File: src/rtl/mul_accumulator.sv
// mul_accumulator: sums products from a LATENCY-deep pipelined multiplier into dot-product results.
// Define MUL_ACCUMULATOR_SATURATE_EN to clamp the accumulator on carry instead of wrapping.
module mul_accumulator #(
    parameter int LATENCY = 3,
    parameter int ACC_W   = 24
) (
    input  logic             clk,
    input  logic             rstn,
    input  logic             op_valid,
    input  logic             op_last,
    input  logic             clr,
    input  logic [15:0]      prod,
    output logic [ACC_W-1:0] acc_out,
    output logic [7:0]       n_terms,
    output logic             acc_valid,
    input  logic             acc_ready,
    output logic             busy,
    output logic             overflow,
    output logic             overrun
);
    typedef enum logic {IDLE, ACCUM} state_t;
    state_t state, state_nx;
    logic [LATENCY-1:0] vld_q, lst_q;
    logic [ACC_W-1:0] acc, acc_nx;
    logic [7:0] cnt, cnt_nx;
    logic [ACC_W:0] sum;
    logic tap_v, tap_l, hold;
    assign tap_v = vld_q[LATENCY-1];
    assign tap_l = lst_q[LATENCY-1];
    assign hold = acc_valid && !acc_ready;
    // bit ACC_W of sum is the carry out of the accumulator
    assign sum = {1'b0, (state == ACCUM) ? acc : {ACC_W{1'b0}}} + {{(ACC_W-15){1'b0}}, prod};
`ifdef MUL_ACCUMULATOR_SATURATE_EN
    assign acc_nx = sum[ACC_W] ? {ACC_W{1'b1}} : sum[ACC_W-1:0];
`else
    assign acc_nx = sum[ACC_W-1:0];
`endif
    assign cnt_nx = (state == IDLE) ? 8'd1 : (cnt == 8'hFF) ? cnt : cnt + 8'd1;
    always_ff @(posedge clk or negedge rstn)
        if (!rstn)
            state <= IDLE;
        else
            state <= clr ? IDLE : state_nx;
    always_comb state_nx = tap_v ? (tap_l ? IDLE : ACCUM) : state;
    always_comb busy = (state == ACCUM);
    always_ff @(posedge clk or negedge rstn) begin
        if (!rstn) begin
            vld_q     <= '0;
            lst_q     <= '0;
            acc       <= '0;
            cnt       <= '0;
            acc_out   <= '0;
            n_terms   <= '0;
            acc_valid <= 1'b0;
            overflow  <= 1'b0;
            overrun   <= 1'b0;
        end else if (clr) begin
            vld_q     <= '0;
            lst_q     <= '0;
            acc       <= '0;
            cnt       <= '0;
            acc_out   <= '0;
            n_terms   <= '0;
            acc_valid <= 1'b0;
            overflow  <= 1'b0;
            overrun   <= 1'b0;
        end else begin
            vld_q[0] <= op_valid;
            lst_q[0] <= op_valid && op_last;
            for (int i = 1; i < LATENCY; i++) begin
                vld_q[i] <= vld_q[i-1];
                lst_q[i] <= lst_q[i-1];
            end
            if (tap_v) begin
                acc <= acc_nx;
                cnt <= cnt_nx;
            end
            if (tap_v && sum[ACC_W])
                overflow <= 1'b1;
            // a completion against an untaken result is dropped
            if (tap_v && tap_l && hold)
                overrun <= 1'b1;
            if (tap_v && tap_l && !hold) begin
                acc_out   <= acc_nx;
                n_terms   <= cnt_nx;
                acc_valid <= 1'b1;
            end else if (acc_valid && acc_ready)
                acc_valid <= 1'b0;
        end
    end
endmodule

File: config.mk
export PLATFORM = sky130hd
export DESIGN_NAME = mul_accumulator
export DESIGN_NICKNAME = d
export VERILOG_FILES = /design/src/rtl/mul_accumulator.sv
export SDC_FILE = /design/constraint.sdc
export NUM_CORES = 1
export LEC_CHECK = 0
export BUFFER_PORTS_ARGS = -buffer_cell sky130_fd_sc_hd__buf_2
export CAP_MARGIN = 20
export CORE_UTILIZATION = 60
export DETAILED_ROUTE_END_ITERATION = 10
export GPL_TIMING_DRIVEN = 0
export PLACE_DENSITY = 0.83
export SKIP_CTS_REPAIR_TIMING = 1
export SYNTH_ARGS = -nofsm -noshare
export SYNTH_HDL_FRONTEND = slang
export SYNTH_SLANG_ARGS = --single-unit
export TNS_END_PERCENT = 5
File: constraint.sdc
create_clock -name clk -period 8.5 [get_ports clk]
set_input_delay 1.7 -clock clk [delete_from_list [all_inputs] [get_ports clk]]
set_output_delay 1.7 -clock clk [all_outputs]
set_load 0.05 [all_outputs]
==> results_dict.tcl <==
set metrics [dict create \
    powerDensity_nw_per_um2 150 \
    cp-start-kind "input port" \
    end_kind "register" \
    synth_top_area_share 0.425 \
    finalSetupTns_ns 0 \
    syn2layout_area_growth_pct 13.8 \
    die_w_um 87.3 \
    ys_seq_elements 74 \
    max_slew_margin 0.379 \
    dp_cells 633 \
    fin_util 0.719 \
    ir_drop_mv 0.0975 \
    grt_pass1_wl_um 18800 \
    status "finished, final reports clean" \
    die_h_um 87.3 \
    synth_common_cells "74 x dfrtp_1, 56 x nand2_1, 30 x nor2_1, 29 x a21oi_1, 29 x o21ai_0" \
    crit_top_cell "buf_2" \
    crit_chain "buf_2, ha_1, fa_1, a211oi_1, or4_1, o211ai_2, nor4b_2, buf_2, o21ai_0, a32o_1" \
    routed_wl_um 11400 \
    dp_hpwl_um 8050 \
    cp-startpoint "prod[0]" \
    min_period_over_period 0.471 \
    core_area_um2 6910 \
    die_area_um2 7610 \
    ys_async_sr_fraction 1.00 \
    diodes 0 \
    regArea_um2 1850 \
    synth_flop_cell "dfrtp_1" \
    grt_antenna_before_repair 0 \
    placed_cell_area_um2 4760 \
    final_net_count 588 \
    synthDistinctLibCells 55 \
    port_buffers 56 \
    initial_core_util 0.632 \
    clock_latency_ns 0.36 \
    path_class "input port to register" \
    setup_viol 0 \
    synth.avg_cell_area_um2 9.07 \
    grt_max_degree 75 \
    vias 4017 \
    reg2reg_depth 12 \
    crit_end "acc_out[16]" \
    grt_usage 0.329 \
    ys_seq_area_frac 0.425 \
    cts_buffer_depth 2 \
    path_buf_inv 2 \
    clk_pin_slew_ns 0.08 \
    yosysMostFrequentCell "dfrtp_1" \
    yosysWarnings 0 \
    num-fill-cells 556 \
    drt-pass1-iter-count 5 \
    yosysTopAreaCell "dfrtp_1" \
    final.min_clock_period_ns 4.00 \
    drt_iter0_drc 374 \
    detail_route.wl_per_cell_um 17.5 \
    post-route-drc-count 0 \
    rr_startpoint "busy" \
    synth_top_cells_by_area "dfrtp_1 42%, ha_1 4.9%, nand2_1 4.8%" \
    gp_congestion 0.982 \
    num_rows 30 \
    multi_input_area_um2 2380 \
    slowest_delay_ns 0.46 \
    max_clock_freq_ghz 0.250 \
    syn_inst 481 \
    cp.depth 10 \
    h-tree-depth 3 \
    layout-drive-gt1-share 0.150 \
    crit_slowest_cell "nor4b_2" \
    tightest_slew_ns 0.932 \
    cts_tree "yes" \
    cts_root_buffer "clkbuf_8" \
    finClkSkew_ns 0.00992 \
    required_ns 8.76 \
    syn-num-nets 521 \
    p_leak_nw 2.26 \
    synth_edf_count 0 \
    grt_pass1_vias 3863 \
    finalPower_mw 0.743 \
    maxCapViolCount 0 \
    hold_violations 0 \
    stdcell_count 649 \
    grt-ovfl-total 0 \
    ant_nets 0 \
    cts_made_buffers 9 \
    io_pins 58 \
    final_area_um2 4960 \
    grt_setup_unrepaired "false" \
    slew_viol_final 0 \
    viasPerCell 6.19 \
    arrival_ns 4.26 \
    critPathMaxFanout 10 \
    worstReg2RegEnd "acc_out[16]" \
    clock-sinks 74 \
    synth_area_um2 4360 \
    cpLargestDelayFamily "compound AO/OA/AOI/OAI gates" \
    hp-class "register to register" \
    r2r_setup_slack_ns 4.74 \
]
per-stage QoR:
stage / setup slack, ns / hold WS (ns)
floorplan: 4.56 / 0.439
global placement: 4.13 / 0.445
detailed placement: 4.09 / 0.453
CTS: 4.47 / 0.472
global route: 4.34 / 0.492
finish: 4.50 / 0.469
where the power goes:
group	switching [mW]	total [mW]	internal, mW	leakage [nW]
clock network	0.144	0.281	0.137	0.0923
registers	0.00478	0.366	0.361	1.01
logic	0.0710	0.0961	0.0251	1.16
cell families (layout without fill, tap and decap cells):
logic type      count (synthesis)  in the layout  share of synthesized area
fa+ha+maj                      18             18                     0.0534
simple gates                  195            195                      0.231
compound gates                135            135                      0.209
xor+xnor                       13             13                     0.0261
buf+inv                        35            107                     0.0304
mux                            11             11                     0.0252
flops                          74             74                      0.425
routing by layer:
metal  track usage  routed length [µm]  up-vias
met5             0                   0        -
met4         0.203                 455        0
met3        0.0540                 730       35
met2         0.518                5340      157
met1         0.424                4840     1923
li1              -                   -     1902
worst min path at each step:
| stage | from | end | depth (start not counted) |
|---|---|---|---|
| 3_3_place_gp | vld_q[1] | vld_q[2] | 1 |
| 5_1_grt | vld_q[1] | vld_q[2] | 1 |
| 4_1_cts | lst_q[1] | lst_q[2] | 1 |
| 6_report | lst_q[1] | lst_q[2] | 1 |
| 3_5_place_dp | lst_q[1] | lst_q[2] | 1 |
| 2_1_floorplan | lst_q[0] | lst_q[1] | 1 |
state kept, by name (all words and copies together), names as in the netlist:
name,count
lst_q,3
busy,1
vld_q,3
overrun,1
acc_valid,1
cnt,8
n_terms,8
acc_out,24
overflow,1
acc,24
layout make-up:
class                   count  share of cell area
inverters                   6             0.00454
clock buffers               9              0.0250
repair buffers             56              0.0570
plain buffers              29              0.0222
multi-input cells         372               0.479
flip-flops and latches     74               0.373
clock inverters             7              0.0151
well taps                  96              0.0242
worst register-to-register path: cells and delay by family, from the launching register on:
family / cells / cell delay [ns]
adder cells (fa/ha/maj): 2 / 0.66
buffers and inverters: 3 / 0.87
AND/OR/NAND/NOR: 3 / 0.87
flip-flops: 1 / 0.43
AO/OA/AOI/OAI: 4 / 0.84
cell usage in the layout, fill, tap and decap left out, types with 17 or more instances in the layout:
cell      instances
nand3_1          24
a21oi_1          29
clkbuf_1         22
o21ai_0          29
buf_2            56
ha_1             17
dfrtp_1          74
nor2_1           30
and2_1           22
nand2_1          56
Note: power is estimated with default switching activity, not from simulation.
